===== config.mk =====
export PLATFORM = sky130hd
export DESIGN_NAME = sdram_arbiter
export DESIGN_NICKNAME = d
export VERILOG_FILES = /design/src/rtl/arb_pkg.sv /design/src/rtl/arb_prio.sv /design/src/rtl/sdram_arbiter.sv
export SDC_FILE = /design/constraint.sdc
export NUM_CORES = 1
export LEC_CHECK = 0
export BUFFER_PORTS_ARGS = -buffer_cell sky130_fd_sc_hd__buf_2
export CORE_MARGIN = 8
export CORE_UTILIZATION = 51
export DETAILED_ROUTE_END_ITERATION = 8
export PLACE_DENSITY = 0.85
export SYNTH_ARGS = -nofsm -noshare
export SYNTH_HDL_FRONTEND = slang
export SYNTH_HIERARCHICAL = 1
export SYNTH_SLANG_ARGS = --single-unit

===== constraint.sdc =====
create_clock -name clock -period 2.98 [get_ports clock]
set_input_delay 0.447 -clock clock [delete_from_list [all_inputs] [get_ports clock]]
set_output_delay 0.447 -clock clock [all_outputs]
set_load 0.1 [all_outputs]

===== src/rtl/arb_pkg.sv =====
// Shared definitions for the two-port SDRAM arbiter: FSM state encodings,
// port indices, default parameter values and a counter-width helper.
package arb_pkg;

  // FSM state encoding, kept as plain constants for legacy-tool compatibility.
  typedef logic [1:0] arb_state_t;

  localparam arb_state_t ST_IDLE = 2'd0;
  localparam arb_state_t ST_BUSY = 2'd1;
  localparam arb_state_t ST_DONE = 2'd2;

  // Port indices as stored in the grant register.
  localparam logic PORT_CPU = 1'b0;
  localparam logic PORT_VID = 1'b1;

  // Defaults for the top-level parameters.
  localparam int DEF_MAX_STARVE = 4;
  localparam int DEF_TIMEOUT    = 255;

  // Bits needed to hold the values 0..max_val (at least one bit).
  function automatic int cnt_width(input int max_val);
    return (max_val < 1) ? 1 : $clog2(max_val + 1);
  endfunction

endpackage


===== src/rtl/arb_prio.sv =====
// Winner selection for the SDRAM arbiter. Port 1 (video) has fixed priority;
// a saturating starve counter forces a port-0 (CPU) win once port 1 has won
// MAX_STARVE consecutive arbitrations while port 0 was waiting.
module arb_prio
  import arb_pkg::*;
#(
  parameter int MAX_STARVE = DEF_MAX_STARVE
) (
  input  logic clock,
  input  logic reset,
  input  logic req0,
  input  logic req1,
  input  logic arb_en,
  output logic winner
);

  localparam int SW = cnt_width(MAX_STARVE);
  localparam logic [SW-1:0] STARVE_MAX = SW'(MAX_STARVE);

  logic [SW-1:0] starve_cnt;
  logic          starved;

  assign starved = req0 && (starve_cnt == STARVE_MAX);

  // Pick port 1 whenever it asks, unless port 0 has waited long enough.
  always_comb begin
    // NOTE: every output of a combinational block gets a default first, so no path leaves it unassigned and no latch is inferred.
    winner = PORT_CPU;
    if (req1 && !starved) begin
      winner = PORT_VID;
    end
  end

  // Count consecutive port-1 wins taken while port 0 was also requesting.
  always_ff @(posedge clock or posedge reset) begin
    // NOTE: state is updated with non-blocking assignments so every flop samples pre-edge values regardless of statement order.
    if (reset) begin
      starve_cnt <= '0;
    end else if (!req0) begin
      starve_cnt <= '0;
    end else if (arb_en) begin
      if (winner == PORT_VID) begin
        if (starve_cnt != STARVE_MAX) begin
          starve_cnt <= starve_cnt + 1'b1;
        end
      end else begin
        starve_cnt <= '0;
      end
    end
  end

endmodule


===== src/rtl/sdram_arbiter.sv =====
// Two-port arbiter in front of the single SDRAM controller. Serialises one
// transaction at a time (IDLE -> BUSY -> DONE), latches read data per port and
// returns a one-cycle ack to the granted port.
// Optional: define ARB_WATCHDOG_EN to abort a BUSY transaction after TIMEOUT
// cycles without mem_ack (ack with err = 1 and all-ones read data).
module sdram_arbiter
  import arb_pkg::*;
#(
  parameter int AW         = 27,
  parameter int DW         = 8,
  parameter int MAX_STARVE = DEF_MAX_STARVE,
  parameter int TIMEOUT    = DEF_TIMEOUT
) (
  input  logic          clock,
  input  logic          reset,
  input  logic          req0,
  input  logic          we0,
  input  logic [AW-1:0] addr0,
  input  logic [DW-1:0] wdata0,
  output logic          ack0,
  output logic [DW-1:0] rdata0,
  output logic          err0,
  input  logic          req1,
  input  logic          we1,
  input  logic [AW-1:0] addr1,
  input  logic [DW-1:0] wdata1,
  output logic          ack1,
  output logic [DW-1:0] rdata1,
  output logic          err1,
  output logic          mem_req,
  output logic          mem_we,
  output logic [AW-1:0] mem_addr,
  output logic [DW-1:0] mem_wdata,
  input  logic [DW-1:0] mem_rdata,
  input  logic          mem_ack
);

  if (MAX_STARVE < 1) begin : g_bad_max_starve
    $error("sdram_arbiter: MAX_STARVE must be at least 1");
  end
  if (TIMEOUT < 1) begin : g_bad_timeout
    $error("sdram_arbiter: TIMEOUT must be at least 1");
  end

  arb_state_t    state;
  logic          grant;
  logic          winner;
  logic          arb_en;
  logic          timed_out;
  logic          done_evt;
  logic [DW-1:0] done_data;

  // A new transaction is accepted only from IDLE with at least one request.
  assign arb_en = (state == ST_IDLE) && (req0 || req1);

  arb_prio #(
    .MAX_STARVE(MAX_STARVE)
  ) u_prio (
    .clock (clock),
    .reset (reset),
    .req0  (req0),
    .req1  (req1),
    .arb_en(arb_en),
    .winner(winner)
  );

  // BUSY ends on mem_ack or on watchdog expiry; mem_ack wins a tie.
  assign done_evt  = (state == ST_BUSY) && (mem_ack || timed_out);
  assign done_data = mem_ack ? mem_rdata : {DW{1'b1}};

`ifdef ARB_WATCHDOG_EN
  localparam int TW = cnt_width(TIMEOUT);
  localparam logic [TW-1:0] TO_LAST = TW'(TIMEOUT - 1);

  logic [TW-1:0] wd_cnt;

  // The TIMEOUT-th BUSY edge without mem_ack is the expiry edge.
  assign timed_out = (wd_cnt == TO_LAST);

  // Count BUSY cycles; restart from zero on every entry to BUSY.
  always_ff @(posedge clock or posedge reset) begin
    if (reset) begin
      wd_cnt <= '0;
    end else if (state != ST_BUSY) begin
      wd_cnt <= '0;
    end else if (!timed_out) begin
      wd_cnt <= wd_cnt + 1'b1;
    end
  end

  // Error flag of the granted port reflects how its transaction ended.
  always_ff @(posedge clock or posedge reset) begin
    if (reset) begin
      err0 <= 1'b0;
      err1 <= 1'b0;
    end else if (done_evt) begin
      if (grant == PORT_VID) begin
        err1 <= !mem_ack;
      end else begin
        err0 <= !mem_ack;
      end
    end
  end
`else
  assign timed_out = 1'b0;
  assign err0      = 1'b0;
  assign err1      = 1'b0;
`endif

  // Transaction FSM and datapath: launch from IDLE, complete in BUSY, one DONE gap.
  always_ff @(posedge clock or posedge reset) begin
    if (reset) begin
      state     <= ST_IDLE;
      grant     <= PORT_CPU;
      mem_req   <= 1'b0;
      mem_we    <= 1'b0;
      mem_addr  <= '0;
      mem_wdata <= '0;
      ack0      <= 1'b0;
      ack1      <= 1'b0;
      rdata0    <= '0;
      rdata1    <= '0;
    end else begin
      ack0 <= 1'b0;
      ack1 <= 1'b0;
      case (state)
        ST_IDLE: begin
          if (arb_en) begin
            grant   <= winner;
            mem_req <= 1'b1;
            if (winner == PORT_VID) begin
              mem_we    <= we1;
              mem_addr  <= addr1;
              mem_wdata <= wdata1;
            end else begin
              mem_we    <= we0;
              mem_addr  <= addr0;
              mem_wdata <= wdata0;
            end
            state <= ST_BUSY;
          end
        end
        ST_BUSY: begin
          if (done_evt) begin
            mem_req <= 1'b0;
            if (grant == PORT_VID) begin
              ack1   <= 1'b1;
              rdata1 <= done_data;
            end else begin
              ack0   <= 1'b1;
              rdata0 <= done_data;
            end
            state <= ST_DONE;
          end
        end
        ST_DONE: begin
          state <= ST_IDLE;
        end
        default: begin
          state <= ST_IDLE;
        end
      endcase
    end
  end

endmodule


==> flow_metrics.tcl <==
set metrics [dict create \
    status "finished clean" \
    ioPinCount 142 \
    numCtsBuffers 9 \
    setup_viol_count_final 0 \
    rr_startpoint "u_prio/starve_cnt[0]" \
    hold_path.class "primary input to register" \
    routedWlPerCell_um 17.5 \
    nets 425 \
    dr.pass1.iters 4 \
    die_w_um 94.1 \
    rsz0062_at_grt "false" \
    required_ps 3200 \
    rrSetupSlack_ps 1020 \
    hold_viol 0 \
    worst_pin_slew_ps 619 \
    insertion_delay_ps 330 \
    ys_ff_latch 61 \
    final_antenna_net_count 0 \
    start_util 0.525 \
    drc_errors 0 \
    drt_iter0_drc 57 \
    yosys.area.top_type "dfrtp_1" \
    avgViaCountPerCell 4.88 \
    regArea_um2 1530 \
    h-tree-depth 3 \
    drv_cap 0 \
    setup_tns_ps 0 \
    synth_cells 191 \
    yosysUniqueCellTypes 27 \
    path_max_fanout 20 \
    syn-cell-area_um2 3110 \
    cp-start-kind "register" \
    fmax_mhz 510 \
    track_usage 0.169 \
    cts.path.max_buffers 2 \
    diodes 0 \
    r2r_cells 6 \
    cp.arrival_ps 2180 \
    design.core.area_um2 5920 \
    cts_root_buf "clkbuf_8" \
    async_flop_share 1.00 \
    end_kind "register" \
    period_share 0.659 \
    synthTopCellsByCount "64 x mux2_4, 61 x dfrtp_1, 24 x mux2_2" \
    whs_endpoint "rdata1[7]" \
    synth_edf_count 0 \
    layout-drive-gt1-share 0.743 \
    routed-via-count 2038 \
    fill_cells 435 \
    maxSlewViolCount 0 \
    crit_type "register to register" \
    ys_warn_count 6 \
    grt_pass1_vias 2354 \
    cts_sinks 61 \
    die_h_um 94.1 \
    drt_wl_total_um 7320 \
    reg2reg_to "mem_addr[5]" \
    area_delta_synth_final_pct 30.8 \
    grt_antenna_before_repair 0 \
    tritoncts "done" \
    grt_pass1_wl_um 11700 \
    dieArea_um2 8850 \
    synth_area_leaders "dfrtp_1 49%, mux2_4 31%, mux2_2 8.7%" \
    clkTransAtPathRegs_ps 70 \
    numPortBuffers 139 \
    whs_path_depth 2 \
    skew_ps 8.35 \
    cts_resized 0 \
    grt_remaining_overflow 0 \
    yosysMostFrequentCell "mux2_4" \
    synth_top_area_frac 0.491 \
    hp-start "mem_rdata[7]" \
    syn_area_per_cell_um2 16.3 \
    ys_seq_area_frac 0.491 \
    gp_congestion 0.829 \
    fin_crit_ps 1960 \
    dpl.hpwl_um 5640 \
    fp-row-count 28 \
    grt_max_degree 32 \
    synth_flop_cell "dfrtp_1" \
    multi_input_area_um2 1450 \
    relSlewSlack 0.587 \
]
## repair_timing
action / CTS / global route
hold buffers: 1 / 0
buffers inserted: 0 / 0
hold endpoints to repair: 3 / 0
## critical path, stage by stage (launching register included)
cell and delay, ps:
dfrtp_1 370, inv_1 70, ha_1 250, a31oi_4 190, buf_4 370, mux2_4 340, mux2_4 260
## how the worst max path moves through the flow
| stage | endpoint | startpoint | depth (start not counted) |
|---|---|---|---|
| finish | mem_addr[5] | u_prio/starve_cnt[0] | 6 |
| global route | mem_addr[25] | u_prio/starve_cnt[0] | 6 |
| CTS | mem_addr[5] | u_prio/starve_cnt[0] | 6 |
| detailed placement | mem_addr[25] | u_prio/starve_cnt[0] | 6 |
| global placement | mem_addr[26] | u_prio/starve_cnt[0] | 6 |
| floorplan | ack0 | reset | 1 |
## state kept, by name, summed over array words and instances (netlist names)
signal	cells
ack1	1
ack0	1
rdata0	8
u_prio/starve_cnt	3
mem_wdata	8
mem_req	1
mem_addr	27
grant	1
rdata1	8
mem_we	1
state	2
## routing by layer
metal  GRT usage  part of all wire  vias to the layer above
li1            -                 -                      965
met1       0.212              0.43                      973
met2       0.258              0.46                       91
met3      0.0608             0.093                        9
met4      0.0713             0.014                        0
met5           0                 0                        -
## placed cells by master, fill, tap and decap left out, types with 3 or more instances in the layout
cell / instances
buf_2: 139
mux2_4: 64
dfrtp_1: 61
mux2_2: 24
clkbuf_8: 9
inv_1: 6
buf_4: 4
clkinv_2: 3
nand2_1: 3
## final cells by class
cell class | count | area share
Sequential cell | 61 | 0.375
Multi-Input combinational cell | 113 | 0.357
Timing Repair Buffer | 145 | 0.186
Clock buffer | 11 | 0.0323
Tap cell | 75 | 0.0231
Clock inverter | 5 | 0.0185
Inverter | 8 | 0.00739
## metrics by stage
stage	hold WS [ps]	setup WS, ps	cell area (um^2)	std cells	util
floorplan	201	1110	3110	192	-
global placement	333	1060	3850	401	0.650
detailed placement	340	1020	3850	401	0.650
CTS	341	1010	4070	418	0.687
global route	353	935	4070	418	0.687
finish	361	1020	4070	418	0.687
## kinds of logic after synthesis
logic type               count (synthesis)  synth area share
adder cells (fa/ha/maj)                  2           0.00805
multiplexers                            89             0.400
buffers and inverters                   18            0.0471
other                                    1           0.00121
AO/OA/AOI/OAI                            6            0.0133
flip-flops                              61             0.491
AND/OR/NAND/NOR                         14            0.0391
Power is left out: the tool's default activity adds up to more than one toggle a clock period on the data nets, which glitch-free logic cannot reach.
